`config.mk`:
```
export PLATFORM = sky130hd
export DESIGN_NAME = pluse_guard
export DESIGN_NICKNAME = d
export VERILOG_FILES = /design/src/rtl/pluse_guard.sv
export SDC_FILE = /design/constraint.sdc
export NUM_CORES = 1
export LEC_CHECK = 0
export ABC_AREA = 0
export BUFFER_PORTS_ARGS = -buffer_cell sky130_fd_sc_hd__buf_2
export CAP_MARGIN = 20
export CORE_ASPECT_RATIO = 0.9
export CORE_UTILIZATION = 38
export CTS_CLUSTER_SIZE = 12
export DETAILED_ROUTE_END_ITERATION = 10
export PLACE_DENSITY = 0.66
export SYNTH_ARGS = -nofsm -noshare
export SYNTH_HDL_FRONTEND = slang
export SYNTH_SLANG_ARGS = --single-unit
```
`constraint.sdc`:
```
create_clock -name clk_sys -period 3.9 [get_ports clk_sys]
set_input_delay 0.78 -clock clk_sys [delete_from_list [all_inputs] [get_ports clk_sys]]
set_output_delay 0.78 -clock clk_sys [all_outputs]
set_load 0.05 [all_outputs]
```
`src/rtl/pluse_guard.sv`:
```
// Shoot-through and dead-time guard for the four bridge switch drives.
// Registers the drives, enforces dead time between up/down groups and latches faults.
`timescale 1ns/1ps

module pluse_guard #(
    parameter int DEAD_W = 8
) (
    input  logic              clk_sys,
    input  logic              rst_n,
    input  logic              guard_en,
    input  logic [DEAD_W-1:0] dead_para,
    input  logic              fault_clr,
    input  logic              Q1Q8_in,
    input  logic              Q2Q7_in,
    input  logic              Q3Q6_in,
    input  logic              Q4Q5_in,
    output logic              Q1Q8,
    output logic              Q2Q7,
    output logic              Q3Q6,
    output logic              Q4Q5,
    output logic              fault,
    output logic [1:0]        fault_code,
    output logic [7:0]        fault_cnt
);

    typedef enum logic [2:0] {
        ST_OFF,
        ST_UP,
        ST_DOWN,
        ST_DEAD_UP,
        ST_DEAD_DN,
        ST_FAULT
    } state_e;

    localparam logic [1:0] CODE_NONE    = 2'b00;
    localparam logic [1:0] CODE_OVERLAP = 2'b01;
    localparam logic [1:0] CODE_DEAD    = 2'b10;

    // Drive vector bit order: {Q4Q5, Q3Q6, Q2Q7, Q1Q8}.
    localparam logic [3:0] UP_MASK = 4'b0101;
    localparam logic [3:0] DN_MASK = 4'b1010;

    localparam logic [DEAD_W-1:0] CNT_ONE = DEAD_W'(1);

    logic [3:0]        in_vec;
    logic              up_req;
    logic              dn_req;
    logic              dead_zero;
    logic              bypass;

    state_e            state_q,     state_d;
    logic [DEAD_W-1:0] cnt_q,       cnt_d;
    logic [3:0]        drv_q,       drv_d;
    logic              fault_q,     fault_d;
    logic [1:0]        code_q,      code_d;
    logic [7:0]        fcnt_q,      fcnt_d;

    logic              trip;
    logic [1:0]        trip_code;

    assign in_vec    = {Q4Q5_in, Q3Q6_in, Q2Q7_in, Q1Q8_in};
    assign up_req    = Q1Q8_in | Q3Q6_in;
    assign dn_req    = Q2Q7_in | Q4Q5_in;
    assign dead_zero = (dead_para == '0);

    // Pass-through only applies outside FAULT; a latched fault must be cleared first.
    assign bypass    = !guard_en && (state_q != ST_FAULT);

    // Transition logic for the guard FSM and the dead-time counter.
    always_comb begin
        // NOTE: every variable gets a default before the case so no latch is inferred.
        state_d   = state_q;
        cnt_d     = cnt_q;
        trip      = 1'b0;
        trip_code = CODE_NONE;

        unique case (state_q)
            ST_OFF: begin
                if (up_req && dn_req) begin
                    trip      = 1'b1;
                    trip_code = CODE_OVERLAP;
                end else if (up_req) begin
                    state_d = ST_UP;
                end else if (dn_req) begin
                    state_d = ST_DOWN;
                end
            end

            ST_UP: begin
                if (dn_req) begin
                    if (dead_zero && !up_req) begin
                        state_d = ST_DOWN;
                    end else begin
                        trip      = 1'b1;
                        trip_code = up_req ? CODE_OVERLAP : CODE_DEAD;
                    end
                end else if (!up_req) begin
                    if (dead_zero) begin
                        state_d = ST_OFF;
                    end else begin
                        state_d = ST_DEAD_UP;
                        cnt_d   = dead_para - CNT_ONE;
                    end
                end
            end

            ST_DOWN: begin
                if (up_req) begin
                    if (dead_zero && !dn_req) begin
                        state_d = ST_UP;
                    end else begin
                        trip      = 1'b1;
                        trip_code = dn_req ? CODE_OVERLAP : CODE_DEAD;
                    end
                end else if (!dn_req) begin
                    if (dead_zero) begin
                        state_d = ST_OFF;
                    end else begin
                        state_d = ST_DEAD_DN;
                        cnt_d   = dead_para - CNT_ONE;
                    end
                end
            end

            ST_DEAD_UP: begin
                if (up_req && dn_req) begin
                    trip      = 1'b1;
                    trip_code = CODE_OVERLAP;
                end else if (up_req) begin
                    state_d = ST_UP;
                end else if (dn_req) begin
                    if (cnt_q == '0) begin
                        state_d = ST_DOWN;
                    end else begin
                        trip      = 1'b1;
                        trip_code = CODE_DEAD;
                    end
                end else if (cnt_q == '0) begin
                    state_d = ST_OFF;
                end else begin
                    cnt_d = cnt_q - CNT_ONE;
                end
            end

            ST_DEAD_DN: begin
                if (up_req && dn_req) begin
                    trip      = 1'b1;
                    trip_code = CODE_OVERLAP;
                end else if (dn_req) begin
                    state_d = ST_DOWN;
                end else if (up_req) begin
                    if (cnt_q == '0) begin
                        state_d = ST_UP;
                    end else begin
                        trip      = 1'b1;
                        trip_code = CODE_DEAD;
                    end
                end else if (cnt_q == '0) begin
                    state_d = ST_OFF;
                end else begin
                    cnt_d = cnt_q - CNT_ONE;
                end
            end

            ST_FAULT: begin
                if (fault_clr && !up_req && !dn_req) begin
                    state_d = ST_OFF;
                end
            end

            default: state_d = ST_OFF;
        endcase

        if (trip) begin
            state_d = ST_FAULT;
        end

        if (bypass) begin
            state_d   = ST_OFF;
            cnt_d     = '0;
            trip      = 1'b0;
            trip_code = CODE_NONE;
        end
    end

    // Drive outputs follow the state being entered, so they share its one-cycle latency.
    always_comb begin
        drv_d = '0;
        unique case (state_d)
            ST_UP:   drv_d = in_vec & UP_MASK;
            ST_DOWN: drv_d = in_vec & DN_MASK;
            default: drv_d = '0;
        endcase
        if (bypass) begin
            drv_d = in_vec;
        end
    end

    always_comb begin
        fault_d = fault_q;
        code_d  = code_q;
        fcnt_d  = fcnt_q;
        if (trip) begin
            fault_d = 1'b1;
            code_d  = trip_code;
            if (fcnt_q != 8'hFF) begin
                fcnt_d = fcnt_q + 8'd1;
            end
        end else if ((state_q == ST_FAULT) && (state_d == ST_OFF)) begin
            fault_d = 1'b0;
            code_d  = CODE_NONE;
        end
    end

    // NOTE: sequential state uses non-blocking assignments so every flop samples pre-edge values.
    always_ff @(posedge clk_sys) begin
        if (!rst_n) begin
            state_q <= ST_OFF;
            cnt_q   <= '0;
            drv_q   <= '0;
            fault_q <= 1'b0;
            code_q  <= CODE_NONE;
            fcnt_q  <= '0;
        end else begin
            state_q <= state_d;
            cnt_q   <= cnt_d;
            drv_q   <= drv_d;
            fault_q <= fault_d;
            code_q  <= code_d;
            fcnt_q  <= fcnt_d;
        end
    end

    assign Q1Q8       = drv_q[0];
    assign Q2Q7       = drv_q[1];
    assign Q3Q6       = drv_q[2];
    assign Q4Q5       = drv_q[3];
    assign fault      = fault_q;
    assign fault_code = code_q;
    assign fault_cnt  = fcnt_q;

endmodule
```
[Yosys cells after proc, flatten, opt, wreduce, memory -nomap -nowiden]
Index checks and enable logic that the tools add are counted.
Storage, ports and cells
  register bits after elaboration: 26
  output and inout bits: 15
  word-level logic and storage cells: 123
Cells by class
  add/sub/neg operators: 3
  equality and inequality tests: 19
  muxes and demuxes: 73
  bitwise logic cells: 3
  reductions and logical operators: 19
Operators by type and width (count)
  two-way mux 8 bit: 12
  two-way mux 3 bit: 22
  two-way mux 2 bit: 17
  case mux 8 bit (4 select lines): 1
  inequality test 2 bit (second input constant): 10
  case mux 3 bit (6 select lines): 1
  logical NOT 8 bit: 2
  two-way mux 1 bit: 16
  subtractor 8 x 1 -> 8 bit (second input constant): 2
  AND reduction 11 bit: 1
  case mux 2 bit (5 select lines): 1
  equality test 3 x 2 -> 1 bit (second input constant): 3
  adder 8 x 1 -> 8 bit (second input constant): 1
  inequality test 8 bit (second input constant): 1
  case mux 4 bit (2 select lines): 1
  logical AND 1 bit: 7
  equality test 3 x 1 -> 1 bit (second input constant): 2
  equality test 3 bit (second input constant): 2
  logical NOT 3 bit: 2
  case mux 1 bit (5 select lines): 1
  two-way mux 4 bit: 1
  nonzero test 4 bit: 1
  logical NOT 1 bit: 3
  inequality test 3 bit (second input constant): 1
  5 further kinds: 6

[Longest topological paths before layout]
  depth in word-level cells: 12
  depth in mapped cells: 11
  mapped depth without buffers: 9

[Least setup slack after synthesis]
OpenSTA, ideal clock, no wires.
  kind: register -> register
  start: register state_q[1]
  end: register cnt_q[6]
  data arrival time: 2.425 ns
  data required time: 3.828 ns
  slack: 1.403 ns
  cell stages (with the launch flop): 12
  buffers on the path: 2
  cells stage by stage: dfxtp_1 -> buf_2 -> and3b_1 -> nor2_1 -> clkbuf_1 -> mux2i_1 -> ha_1 -> nand2_1 -> or3_1 -> a21oi_1 -> o21ai_0 -> a21oi_1
Between the ends
  word-level cells in the longest chain between the ends: 3
  elaborated cells on any way between the ends: 20
RTL lines
  from (decl): line 51  | state_e state_q, state_d;
  from (signal assigned): line 225  | state_q <= state_d;
  equality test 3 bit (tied with other cells): line 77  | unique case (state_q)
  nonzero test 4 bit (no source line) (tied with other cells)
  AND reduction 11 bit (no source line) or OR reduction 2 bit (tied branches)
  to (signal assigned): line 226  | cnt_q <= cnt_d;
  to (decl): line 52  | logic [DEAD_W-1:0] cnt_q, cnt_d;
Parallel ways exist; a longest one is shown, timed or not.
A chain may end at the register's enable or synchronous reset.

[Worst setup path in the final report]
  start: register state_q[2]
  end: register cnt_q[6]
The elaborated chain is that of the path after synthesis.

==> out/results.txt <==
Sequential power share: 0.437
Clk_lat worst skew: 280 ps
Post-CTS Setup Bufs: 0
Cells after synthesis: 216
Final Slew Violations: 0
DP Wirelength: 2.99 mm
GRT overflow: 0
Status: finished clean
Top FF cell, synth: dfxtp_1
PwrDens: 335 nW/um2
CTS clk-pin slew, worst paths: 100 ps
Max-slew headroom: 0.585
Fmax: 380 MHz
Root Buffer: clkbuf_8
Syn nets: 234
Worst hold path class: flip-flop to flip-flop
Gpl congestion: 0.804
Yosys warning count: 0
Antenna viol nets, final: 0
Post-layout util: 0.472
Slew @ Worst Pin: 619 ps
FFs w/ async S/R, synth: 0
Mean post-synth cell area: 7.80 um2
Final worst setup slack: 1270 ps
Total GRT Usage: 0.180
Placed Area: 1890 um2
Placed Cells: 301
Share of layout cells above drive strength 1: 0.196
Die ar.: 4710 um2
Row cnt: 22
Initial drt markers: 175
Final-report hold violation count: 0
Bufs on Longest Clock Path: 2
Peak supply drop: 0.000229 V
Total power: 0.658 mW
Mapped Area: 1690 um2
Period minus WS final: 2630 ps
Place WS: 1120 ps
Area leader, netlist: dfxtp_1
Worst hold margin: 483 ps
Worst-path cell with the longest stage delay: dfxtp_1
Post-synth EDFFs: 0
Critical Path End Type: flip-flop
Drt pass-1 iters: 4
Avg Vias per Cell: 5.59
Switching power of the nets: 0.198 mW
Seq cells post-synth: 26
RSZ-0062 raised after global routing: false
Largest net degree at the start of global routing: 17
Cell variety after synth: 56
IO Count: 31
WL per Instance: 13.0 um
Worst Path Max Fanout: 16
Vias in the first global route: 1,520
Crit path buf inv count: 1
First-pass GRT wire length: 6.87 mm
Clock Sinks: 26
IO Port Bufs: 30
TNS Setup: 0 ps
Int Power: 0.460 mW
Dominant cells by area after synthesis: dfxtp_1, a21oi_1, nand2_1, nor2_1, o21ai_0
Max cap viols: 0
CTS hold repair buffers: 0
Comb pwr share: 0.215
Crit Path Class: flip-flop to flip-flop
CTS H-tree lvls: 1
Final WL: 3.96 mm
Final instance count without filler cells: 305
Drt drc: 0
Final setup viols: 0
Final Cell Area: 1960 um2
Antenna violations before repair: 0
CTS buffer count: 3
Clock skew: 7.36 ps
P&R area growth vs syn: 16.5%
Clock network fraction of design power: 0.349
Core region area: 4160 um2
# nets final: 264
Setup crit start kind: flip-flop
Initial core utilization: 0.405
Cts repair resizes: 0
Cell mode on critical path: a21oi_1
CTS tree: built
Sequential share of the synthesized area: 0.309
Required @ worst endpoint: 4110 ps
Final period utilization: 0.674
Die width: 72.2 um
Worst-path cell chain: and3b_1, nor2_1, buf_4, mux2i_1, ha_1, nand2_1, or3_1, a21oi_1, o21ai_0, a21oi_1
Slowest stage delay, CP: 600 ps
Die H: 65.2 um
Ant diodes: 0
Synth top area share: 0.309
Total vias in the final route: 1,706
Leakage: 0.743 nW
Worst path top cell family by delay: simple AND/OR/NAND/NOR gates
WP data arrival: 2840 ps
Net switching fraction of the power: 0.301
## flip-flops by register name (all words and copies together), names as in the netlist
name,count
cnt_q,8
drv_q,4
fault,1
fault_cnt,8
fault_code,2
state_q,3
## power by group through the flow
stage	logic, mW	registers, mW	clock network, mW
finish	0.141	0.288	0.230
global route	0.154	0.290	0.242
CTS	0.141	0.287	0.232
detailed placement	0.140	0.294	0
global placement	0.140	0.293	0
floorplan	0.0836	0.312	0
## cell usage in the layout, fill, tap and decap left out, types with 4 or more instances in the layout
| master | n |
|---|---|
| nand3_1 | 9 |
| mux2i_1 | 5 |
| nor2_1 | 22 |
| inv_1 | 5 |
| nor2b_1 | 6 |
| a21oi_1 | 20 |
| xnor2_1 | 4 |
| buf_2 | 30 |
| o21ai_0 | 12 |
| nand4_1 | 6 |
| nand2_1 | 25 |
| dfxtp_1 | 26 |
| nor3_1 | 7 |
## cells in the mapped netlist (all sizes together) (3+ instances only)
cell type / n
dfxtp: 26
nand2: 25
a21oi: 22
nor2: 22
o21ai: 13
nand3: 10
nor3: 8
nand4: 6
nor2b: 6
inv: 5
mux2i: 5
nor4: 5
a211oi: 4
nand2b: 4
xnor2: 4
a31oi: 3
buf: 3
clkbuf: 3
o21a: 3
o31ai: 3
or3: 3
## logic make-up (layout without fill, tap and decap cells)
| kind of cell | after synthesis | in the layout | synth area share |
|---|---|---|---|
| AOI/OAI and AO/OA | 66 | 66 | 0.265 |
| xor gates and xnor gates | 4 | 4 | 0.0208 |
| adders and majority gates | 2 | 2 | 0.0148 |
| buffers and inverters | 11 | 40 | 0.0267 |
| DFF | 26 | 26 | 0.309 |
| muxes | 6 | 6 | 0.0364 |
| and+or+nand+nor | 101 | 101 | 0.327 |
## final cells by class
cell class                      count  area [um2]
Fill cell                         422        2190
Multi-Input combinational cell    179        1120
Sequential cell                    26         520
Timing Repair Buffer               31         158
Tap cell                           60        75.1
Clock buffer                        3        41.3
Clock inverter                      1        30.0
Inverter                            5        18.8
## worst reg2reg max path, cell delays in order, from the launching register on
cell	delay, ps
dfxtp_1	600
and3b_1	270
nor2_1	110
buf_4	210
mux2i_1	260
ha_1	320
nand2_1	120
or3_1	320
a21oi_1	140
o21ai_0	90
a21oi_1	150
## worst paths after layout
kind                                 start  endpoint  slack [ps]  cells past startpoint
worst min-delay path              cnt_q[7]  cnt_q[7]         480                      2
worst max-delay path            state_q[2]  cnt_q[6]        1270                     10
worst max register to register  state_q[2]  cnt_q[6]        1270                     10
worst min register to register    cnt_q[7]  cnt_q[7]         480                      2
## per-layer routing
| layer | up-vias | wire [um] | share of wire | GRT usage |
|---|---|---|---|---|
| li1 | 868 | - | - | - |
| met1 | 791 | 1940 | 0.49 | 0.242 |
| met2 | 43 | 1800 | 0.45 | 0.294 |
| met3 | 4 | 170 | 0.043 | 0.0322 |
| met4 | 0 | 46 | 0.012 | 0.0490 |
| met5 | - | 0 | 0 | 0 |
Note: power is estimated with default switching activity, not from simulation.
